`config.mk`:
```
export PLATFORM = sky130hd
export DESIGN_NAME = ladybird_boot_loader
export DESIGN_NICKNAME = d
export VERILOG_FILES = /design/src/rtl/ladybird_config.sv /design/src/rtl/ladybird_boot_byte_reader.sv /design/src/rtl/ladybird_boot_loader.sv
export SDC_FILE = /design/constraint.sdc
export NUM_CORES = 1
export LEC_CHECK = 0
export ABC_AREA = 1
export BUFFER_PORTS_ARGS = -buffer_cell sky130_fd_sc_hd__buf_2
export CORE_ASPECT_RATIO = 0.8
export CORE_UTILIZATION = 47
export CTS_CLUSTER_SIZE = 12
export DETAILED_ROUTE_END_ITERATION = 10
export PLACE_DENSITY_LB_ADDON = 0.3
export SETUP_SLACK_MARGIN = 0.3
export SYNTH_ARGS = -nofsm -noshare
export SYNTH_HDL_FRONTEND = slang
export SYNTH_SLANG_ARGS = --single-unit
```
`constraint.sdc`:
```
create_clock -name clk -period 2.1 [get_ports clk]
set_input_delay 0.21 -clock clk [delete_from_list [all_inputs] [get_ports clk]]
set_output_delay 0.21 -clock clk [all_outputs]
set_load 0.005 [all_outputs]
```
`src/rtl/ladybird_config.sv`:
```
// rtl/ladybird_config.sv - shared boot loader constants and state types.
package ladybird_config;

  localparam int unsigned XLEN = 32;

  localparam logic [7:0]  BOOT_ACK = 8'h06;
  localparam logic [7:0]  BOOT_NAK = 8'h15;
  localparam logic [31:0] BOOT_UART_ADDR = 32'hffff_ffff;

  typedef enum logic [2:0] {
    S_LEN,
    S_DATA,
    S_MEM,
    S_ACK,
    S_NAK,
    S_DONE,
    S_ERR
  } boot_state_e;

  typedef enum logic [1:0] {
    RD_IDLE,
    RD_REQ,
    RD_WAIT
  } rd_state_e;

endpackage

```
`src/rtl/ladybird_boot_byte_reader.sv`:
```
// rtl/ladybird_boot_byte_reader.sv - one UART byte read per request, handed to the boot FSM.
module ladybird_boot_byte_reader (
  input  logic       clk,
  input  logic       anrst,
  input  logic       rd_en_i,
  input  logic       gnt_i,
  input  logic       data_gnt_i,
  input  logic [7:0] rdata_i,
  output logic       req_o,
  output logic       byte_valid_o,
  output logic [7:0] byte_data_o
);
  import ladybird_config::*;

  rd_state_e  state_q, state_d;
  logic       valid_q, valid_d;
  logic [7:0] data_q, data_d;

  always_ff @(posedge clk or negedge anrst) begin
    if (!anrst) begin
      state_q <= RD_IDLE;
      valid_q <= 1'b0;
      data_q  <= '0;
    end else begin
      state_q <= state_d;
      valid_q <= valid_d;
      data_q  <= data_d;
    end
  end

  // The cycle a byte is presented the FSM may be changing state, so no new read starts then.
  always_comb begin
    state_d = state_q;
    valid_d = 1'b0;
    data_d  = data_q;
    unique case (state_q)
      RD_IDLE: if (rd_en_i && !valid_q) state_d = RD_REQ;
      RD_REQ:  if (gnt_i) state_d = RD_WAIT;
      RD_WAIT: begin
        if (data_gnt_i) begin
          state_d = RD_IDLE;
          valid_d = 1'b1;
          data_d  = rdata_i;
        end
      end
      default: state_d = RD_IDLE;
    endcase
  end

  always_comb begin
    req_o        = (state_q == RD_REQ);
    byte_valid_o = valid_q;
    byte_data_o  = data_q;
  end

endmodule

```
`src/rtl/ladybird_boot_loader.sv`:
```
// rtl/ladybird_boot_loader.sv - loads a length-prefixed image from UART into IRAM, then releases the core.
module ladybird_boot_loader #(
  parameter int unsigned       XLEN      = 32,
  parameter logic [XLEN-1:0]   BASE_ADDR = '0,
  parameter int unsigned       MAX_WORDS = 8,
  parameter logic [XLEN-1:0]   UART_ADDR = '1
) (
  input  logic                           clk,
  input  logic                           anrst,
  output logic                           uart_req,
  output logic [XLEN-1:0]                uart_addr,
  output logic [XLEN/8-1:0]              uart_wstrb,
  output logic [XLEN-1:0]                uart_wdata,
  output logic                           uart_wdata_oe,
  input  logic                           uart_gnt,
  input  logic                           uart_data_gnt,
  input  logic [XLEN-1:0]                uart_rdata,
  output logic                           mem_req,
  output logic [XLEN-1:0]                mem_addr,
  output logic [XLEN/8-1:0]              mem_wstrb,
  output logic [XLEN-1:0]                mem_wdata,
  output logic                           mem_wdata_oe,
  input  logic                           mem_gnt,
  input  logic                           reload,
  output logic                           core_nrst,
  output logic                           error,
  output logic [$clog2(MAX_WORDS+1)-1:0] word_cnt
);
  import ladybird_config::*;

  localparam int unsigned CNT_W = $clog2(MAX_WORDS + 1);

  boot_state_e     state_q, state_d;
  logic [1:0]      idx_q, idx_d;
  logic [XLEN-1:0] len_q, len_d;
  logic [XLEN-1:0] word_q, word_d;
  logic [CNT_W-1:0] cnt_q, cnt_d;

  logic            rd_en;
  logic            rd_req;
  logic            byte_valid;
  logic [7:0]      byte_data;
  logic [XLEN-1:0] assembled;
  logic [XLEN-1:0] cnt_next_wide;
  logic            wr_uart;
  logic            unused_rdata_hi;

  assign unused_rdata_hi = ^uart_rdata[XLEN-1:8];

  ladybird_boot_byte_reader u_reader (
    .clk          (clk),
    .anrst        (anrst),
    .rd_en_i      (rd_en),
    .gnt_i        (uart_gnt),
    .data_gnt_i   (uart_data_gnt),
    .rdata_i      (uart_rdata[7:0]),
    .req_o        (rd_req),
    .byte_valid_o (byte_valid),
    .byte_data_o  (byte_data)
  );

  always_ff @(posedge clk or negedge anrst) begin
    if (!anrst) begin
      state_q <= S_LEN;
      idx_q   <= '0;
      len_q   <= '0;
      word_q  <= '0;
      cnt_q   <= '0;
    end else begin
      state_q <= state_d;
      idx_q   <= idx_d;
      len_q   <= len_d;
      word_q  <= word_d;
      cnt_q   <= cnt_d;
    end
  end

  // Little-endian insertion of the incoming byte into whichever register is being filled.
  always_comb begin
    assembled = (state_q == S_LEN) ? len_q : word_q;
    assembled[{idx_q, 3'b000} +: 8] = byte_data;
  end

  assign cnt_next_wide = XLEN'(cnt_q) + XLEN'(1);

  always_comb begin
    state_d = state_q;
    idx_d   = idx_q;
    len_d   = len_q;
    word_d  = word_q;
    cnt_d   = cnt_q;
    unique case (state_q)
      S_LEN: begin
        if (byte_valid) begin
          len_d = assembled;
          idx_d = idx_q + 2'd1;
          if (idx_q == 2'd3) begin
            if (assembled > XLEN'(MAX_WORDS)) state_d = S_NAK;
            else if (assembled == '0)        state_d = S_ACK;
            else                             state_d = S_DATA;
          end
        end
      end
      S_DATA: begin
        if (byte_valid) begin
          word_d = assembled;
          idx_d  = idx_q + 2'd1;
          if (idx_q == 2'd3) state_d = S_MEM;
        end
      end
      S_MEM: begin
        if (mem_gnt) begin
          cnt_d   = cnt_q + 1'b1;
          state_d = (cnt_next_wide == len_q) ? S_ACK : S_DATA;
        end
      end
      S_ACK: if (uart_gnt) state_d = S_DONE;
      S_NAK: if (uart_gnt) state_d = S_ERR;
      S_DONE, S_ERR: begin
        if (reload) begin
          state_d = S_LEN;
          idx_d   = '0;
          len_d   = '0;
          word_d  = '0;
          cnt_d   = '0;
        end
      end
      default: state_d = S_LEN;
    endcase
  end

  // UART ownership: the byte reader during S_LEN/S_DATA, the FSM for the ACK/NAK write.
  always_comb begin
    rd_en         = (state_q == S_LEN) || (state_q == S_DATA);
    wr_uart       = (state_q == S_ACK) || (state_q == S_NAK);
    uart_req      = rd_req || wr_uart;
    uart_addr     = uart_req ? UART_ADDR : '0;
    uart_wstrb    = wr_uart ? '1 : '0;
    uart_wdata_oe = wr_uart;
    uart_wdata    = '0;
    if (wr_uart) uart_wdata = XLEN'((state_q == S_ACK) ? BOOT_ACK : BOOT_NAK);

    mem_req       = (state_q == S_MEM);
    mem_addr      = mem_req ? (BASE_ADDR + (XLEN'(cnt_q) << 2)) : '0;
    mem_wstrb     = mem_req ? '1 : '0;
    mem_wdata     = mem_req ? word_q : '0;
    mem_wdata_oe  = mem_req;

    core_nrst     = (state_q == S_DONE);
    error         = (state_q == S_ERR);
    word_cnt      = cnt_q;
  end

endmodule

```
==> summary.txt, run 1 <==
Outcome
  • Status: finished with violations
  • Failing checks: design-rule violations, negative setup slack

Drt
  • Post-route ant nets: 0
  • # DRC: 3
  • Vias post-DR: 6277
  • WL final: 22200 microns
  • Detailed Route Iter0 Violations: 854
  • First-pass DRT Iterations: 9
  • Via-to-Cell Ratio: 5.68
  • DR WL/cell: 20.1 microns

Clock tree
  • Clock sink total: 84
  • CTS tree: yes
  • Worst-Skew Late Latency: 0.36 ns
  • Root buf cell: clkbuf_16
  • CTS clk-pin slew, worst paths: 0.07 ns
  • CTS buffer count: 9
  • H-tree levels: 3
  • Bufs on Longest Clock Path: 2

Setup path
  • Max stage delay on crit path: 0.98 ns
  • Reg-to-Reg Start: len_q[30]
  • Critical Path AT: 2.58 ns
  • WP depth: 9
  • Data required, critical path: 2.39 ns
  • WS Path Type: flip-flop to flip-flop
  • Crit path max fanout: 3
  • Slowest-stage cell, CP: nor4_1
  • Crit-path cells: nor4_1, nand3_1, nor2_1, nand4_1, nor2_1, nor2_1, nand2_1, nand2_1, nand2_1
  • Buf/Inv on CP: 0
  • Crit end category: flip-flop
  • CP Launch Type: flip-flop
  • Worst R2R Path Depth: 9
  • Crit. Startpoint: len_q[30]
  • CP top delay family: simple AND/OR/NAND/NOR gates

Timing
  • Setup repair after global routing missed its margin: yes
  • Worst slew pin tran: 1.15 ns
  • Final setup skew: 0.00952 ns
  • Final worst-path cycle share: 1.09
  • Final hold viol count: 0
  • Final setup vio count: 3
  • Post-layout min period: 2.28 ns
  • Fmax: 438 MHz
  • Pins Over Slew Limit: 0
  • Setup ws final: -0.181 ns
  • Relative slew slack: 0.225

Die
  • # IOs: 184
  • Die Y-Extent: 101 microns
  • Die area: 0.0126 sq mm
  • Initial core utilization: 0.488
  • Core box area: 0.0117 sq mm
  • # rows: 35
  • Die Wd: 125 microns

Logic synthesis
  • Mux contribution to synthesized area: 0
  • Synth warn: 0
  • Post-Syn Area: 0.00571 sq mm
  • Area leader, netlist: dfrtp_1
  • Synth Area in Compound Gates: 0.117
  • FF+latch count, synth: 84
  • Combinational family with the most area after synthesis: simple AND/OR/NAND/NOR gates
  • Adder-cell area share of the yosys netlist: 0.0153
  • XOR/XNOR Fraction of Synth Area: 0.00767
  • Sequential share of the synthesized area: 0.368
  • Synth area leaders: dfrtp_1, buf_4, nand2_1, o21ai_0, nor2_1
  • Synth cell types: 34
  • Top cell type's share of synthesized area: 0.368
  • Simple-gate portion of the synthesized area: 0.271
  • Post-Synthesis Cells: 828
  • Synth Area per Inst: 6.90 sq um

Final layout
  • Final Cell Area: 0.00819 sq mm
  • Area growth syn-to-layout: 43.3%
  • Nets@finish: 999
  • ANT cells: 0
  • Filler cell count: 855
  • Most common library cell in the layout ignoring fill and taps: nand2_1
  • Final core utilization: 0.700
  • Commonest cells after routing, fill and taps aside: nand2_1, nor2_1, dfrtp_1, inv_1
  • Layout cell share with drive strength beyond 1: 0.374

Power and ir drop
  • Maximum vdd drop: 915 uV
  • Leakage: 4.11 nW
  • Pwr Total: 15.4 mW
  • Pwr Density: 1880 mW/mm^2

GRT
  • All-Layer GR Usage: 0.252
  • Grt ovf: 0
  • Vias in the first global route: 4748
  • Initial antenna violation count: 0
  • Largest net degree at the start of global routing: 48
  • Global-route wire length before repair: 24600 microns

Worst hold path
  • Hold path depth: 3
  • Hold Crit Class: primary input to flip-flop
  • Hold Path Origin: uart_rdata[5]

Placed design
  • Hpwl dp: 10500 microns
  • Routability cong.: 0.932
  • # port buffers: 103
  • Area post-placement: 0.00621 sq mm

Flow run
  • Max-cap violation count: 0
==> layer usage <==
layer | up-vias | routed length [microns] | track usage | share of wire
met4 | 0 | 1180 | 0.0685 | 0.053
met1 | 2926 | 8330 | 0.374 | 0.37
li1 | 2711 | - | - | -
met5 | - | 0 | 0 | 0
met2 | 503 | 9790 | 0.374 | 0.44
met3 | 137 | 2940 | 0.0478 | 0.13
==> power by group <==
group | switching, mW | leakage (nW) | internal (mW) | total (mW)
Combinational | 6.19 | 2.88 | 4.52 | 10.7
Clock | 0.664 | 0.144 | 0.940 | 1.60
Sequential | 0.746 | 1.09 | 2.30 | 3.04
Total | 7.60 | 4.11 | 7.76 | 15.4
==> synth_stat cells, drive strengths merged <==
master / instances
ha: 7
nand3b: 3
nor3: 6
o21bai: 1
nor2: 110
nand4: 5
conb: 1
o31ai: 1
nand2: 188
o221ai: 1
clkbuf: 11
nand3: 56
or2: 5
nor4: 4
xnor2: 2
o21ai: 96
inv: 97
buf: 119
o211ai: 1
dfrtp: 84
clkinv: 1
o22ai: 4
a21oi: 22
xor2: 3
==> flip-flops by register name (all words and copies together), names as in the netlist <==
signal and flops:
word_q 32, word_cnt 4, len_q 32, u_reader.state_q 2, idx_q 2, state_q 3, u_reader.byte_data_o 8, u_reader.byte_valid_o 1
==> stage by stage <==
stage               hold slack [ns]  TNS (ns)  setup slack [ns]  cells
detailed placement            0.188    -0.112           -0.0906   1044
finish                       0.0607    -0.445            -0.181   1106
floorplan                   -0.0856         0             0.214    883
CTS                          0.0649         0            0.0686   1072
global route                 0.0686    -0.598            -0.207   1106
global placement              0.184   -0.0586           -0.0586   1044
==> tightest hold or removal path, delay by kind of cell <==
kind,cells,cell delay [ns]
buf+inv,1,0.08
simple gates,2,0.09
==> cell families after synthesis <==
kind of cell	count (synthesis)
adders and majority gates	7
xor gates and xnor gates	5
buffers and inverters	228
and+or+nand+nor	377
other	1
AOI/OAI and AO/OA	126
DFF	84
==> repair_timing <==
| item | in CTS | in global routing |
|---|---|---|
| endpoints found under the setup margin | 148 | 148 |
| endpoints found under the hold margin | 30 | 0 |
| gates cloned | 5 | 18 |
| gates resized for setup | 45 | 263 |
| setup buffers | 7 | 16 |
| pin swaps | 13 | 33 |
| hold buffers | 1 | 0 |
==> final cells by class <==
class,instances,area [sq um],area share
multi-input cells,574,3280,0.400
well taps,148,185,0.0226
clock inverters,5,52.6,0.00642
flip-flops and latches,84,2100,0.257
repair buffers,187,1920,0.235
inverters,98,407,0.0497
clock buffers,10,239,0.0292
==> final timing paths <==
path	to	slack, ns
min reg2reg	word_q[26]	0.49
max in group asynchronous	idx_q[0]	1.14
max	state_q[1]	-0.18
min	u_reader.byte_data_o[5]	0.06
max reg2reg	state_q[1]	-0.18
min in group asynchronous	len_q[6]	0.35
(Power assumes the default switching activity.)
==> run 2, diff against run 1 <==
--- a/config.mk
+++ b/config.mk
@@ -8,6 +8,7 @@
 export ABC_AREA = 1
 export BUFFER_PORTS_ARGS = -buffer_cell sky130_fd_sc_hd__buf_2
 export CORE_ASPECT_RATIO = 0.8
+export CORE_MARGIN = 3
 export CORE_UTILIZATION = 47
 export CTS_CLUSTER_SIZE = 12
 export DETAILED_ROUTE_END_ITERATION = 10
==> run 2 against run 1 <==
Effect of this change:
- the run ends with negative setup slack left
- sequential cell count is the same
- global-route usage shrank 2.3 points
- clock-buffer cell count grew 2
- worst hold slack gained 0.0019 ns
- first-iteration DRC count grew 28%
- wire length grew 11%
- sequential power grew 2%
- combinational power grew 12%
- critical path type unchanged
- highest routed layer unchanged
==> summary.txt, run 2 (synthesized netlist as in run 1, its figures left out) <==
Setup path
  • Buf/Inv on CP: 2
  • WS Path Type: flip-flop to flip-flop
  • Critical Path AT: 2.62 ns
  • R2R Path End: state_q[2]
  • Reg-to-Reg Start: state_q[1]
  • Max stage delay on crit path: 0.43 ns
  • Crit-path cells: nor2_4, buf_12, nand3_1, nand3_1, nand2_1, inv_1, nand2_1, nor2_2, nand2_1, nor2_2, nand3_2, nand2_2, nand2_2, nand2_2, nand2_1
  • Crit path max fanout: 28
  • Reg2reg setup slack: -0.27 ns
  • Crit end category: flip-flop
  • CP Launch Type: flip-flop
  • CP top delay family: simple AND/OR/NAND/NOR gates
  • Slowest-stage cell, CP: dfrtp_1
  • Data required, critical path: 2.34 ns
  • Worst R2R Path Depth: 15
  • Most common cell on crit path: nand2_1

Worst hold path
  • Hold path depth: 3
  • Hold Crit Class: primary input to flip-flop
  • Hold Path Origin: uart_rdata[4]
  • Hold Crit Endpoint: u_reader.byte_data_o[4]

Final layout
  • Commonest cells after routing, fill and taps aside: nand2_1, dfrtp_1, inv_1, buf_6, nor2_1
  • Nets@finish: 1014
  • Most common library cell in the layout ignoring fill and taps: nand2_1
  • Final core utilization: 0.743
  • Layout cell share with drive strength beyond 1: 0.452
  • ANT cells: 0
  • Area growth syn-to-layout: 52.2%

Clock tree
  • CTS clk-pin slew, worst paths: 0.06 ns
  • Clock sink total: 84
  • H-tree levels: 3
  • CTS buffer count: 9
  • CTS tree: yes
  • Root buf cell: clkbuf_16
  • Worst-Skew Late Latency: 0.35 ns
  • Bufs on Longest Clock Path: 2

Timing
  • Worst slew pin tran: 0.730 ns
  • Final setup skew: 0.00792 ns
  • Relative slew slack: 0.509
  • Pins Over Slew Limit: 0
  • Setup ws final: -0.271 ns
  • Final worst-path cycle share: 1.13
  • Setup repair after global routing missed its margin: yes
  • Fmax: 422 MHz
  • Hold WS: 0.0626 ns
  • Final hold viol count: 0
  • Post-layout min period: 2.37 ns
  • Final setup vio count: 3

Outcome
  • Failing checks: negative setup slack
  • Status: finished with violations

Drt
  • Post-route ant nets: 0
  • First-pass DRT Iterations: 7
  • WL final: 24800 microns
  • Via-to-Cell Ratio: 5.95
  • DR WL/cell: 22.1 microns
  • # DRC: 0
  • Vias post-DR: 6679
  • Detailed Route Iter0 Violations: 1092

Die
  • Die area: 0.0135 sq mm
  • Initial core utilization: 0.488
  • Die Y-Extent: 105 microns
  • Core box area: 0.0117 sq mm
  • # rows: 35
  • # IOs: 184
  • Die Wd: 129 microns

Placed design
  • Hpwl dp: 10700 microns
  • # port buffers: 103
  • Routability cong.: 0.938
  • Pre-CTS setup slack: -0.0422 ns

GRT
  • Largest net degree at the start of global routing: 65
  • Grt ovf: 0
  • Met2 GRT Util: 0.327
  • Met3 Use GR: 0.0521
  • Vias in the first global route: 4835
  • Initial antenna violation count: 0
  • Met1 usage: 0.345
  • Global-route wire length before repair: 24800 microns
  • All-Layer GR Usage: 0.228
  • GRT Max-Usage Layer: met1

Power and ir drop
  • Leakage: 4.23 nW
  • Maximum vdd drop: 955 uV
  • Pwr Density: 1920 mW/mm^2

Flow run
  • Max-cap violation count: 0
run 2: changes by cell type in the layout (fill, tap and decap cells not counted), sizes merged:
cell,previous run,this run
inv,95,92
bufbuf,1,0
clkbuf,22,25
nand2,191,192
buf,173,186
clkinv,5,7
clkinvlp,2,3
run 2: timing repair:
item / CTS / global route
setup buffers: 11 / 16
pin swaps: 16 / 50
hold endpoints to repair: 37 / 0
setup endpoints to repair: 146 / 143
hold buffers: 1 / 0
gates resized for setup: 67 / 364
gates cloned: 4 / 23
run 2: area by class of cell:
type | instances | area (sq um)
flip-flops and latches | 84 | 2100
clock inverters | 4 | 47.5
repair inverters | 1 | 5.00
inverters | 98 | 425
multi-input cells | 575 | 3670
repair buffers | 200 | 2000
clock buffers | 12 | 256
well taps | 148 | 185
fillers | 703 | 3000
run 2: worst max-delay path by stage:
stage | startpoint | to | cells after the start
floorplan | idx_q[0] | state_q[2] | 18
global placement | idx_q[0] | state_q[2] | 16
detailed placement | idx_q[0] | state_q[2] | 14
CTS | idx_q[0] | state_q[2] | 16
global route | state_q[1] | state_q[2] | 15
finish | state_q[1] | state_q[2] | 15
run 2: stage by stage:
step | cell area (sq um) | cells | total power, mW | TNS (ns)
floorplan | 6010 | 883 | 7.88 | 0
global placement | 6250 | 1051 | 9.53 | -0.0290
detailed placement | 6250 | 1051 | 9.59 | -0.0422
CTS | 6910 | 1083 | 12.1 | 0
global route | 8690 | 1122 | 17.4 | -1.48
finish | 8690 | 1122 | 16.7 | -0.737
run 2: power breakdown:
part / total (mW) / internal, mW / switching, mW
clock: 1.65 / 0.983 / 0.668
sequential: 3.09 / 2.30 / 0.790
combinational: 12.0 / 4.94 / 7.04
run 2: metal layers:
metal / up-vias / share of wire
met2: 659 / 0.45
met3: 221 / 0.14
met5: - / 0
met1: 3037 / 0.35
li1: 2762 / -
met4: 0 / 0.070
run 2: worst min-delay path, delay by kind of cell:
| kind | cells | cell delay, ns |
|---|---|---|
| simple gates | 2 | 0.09 |
| buf+inv | 1 | 0.07 |
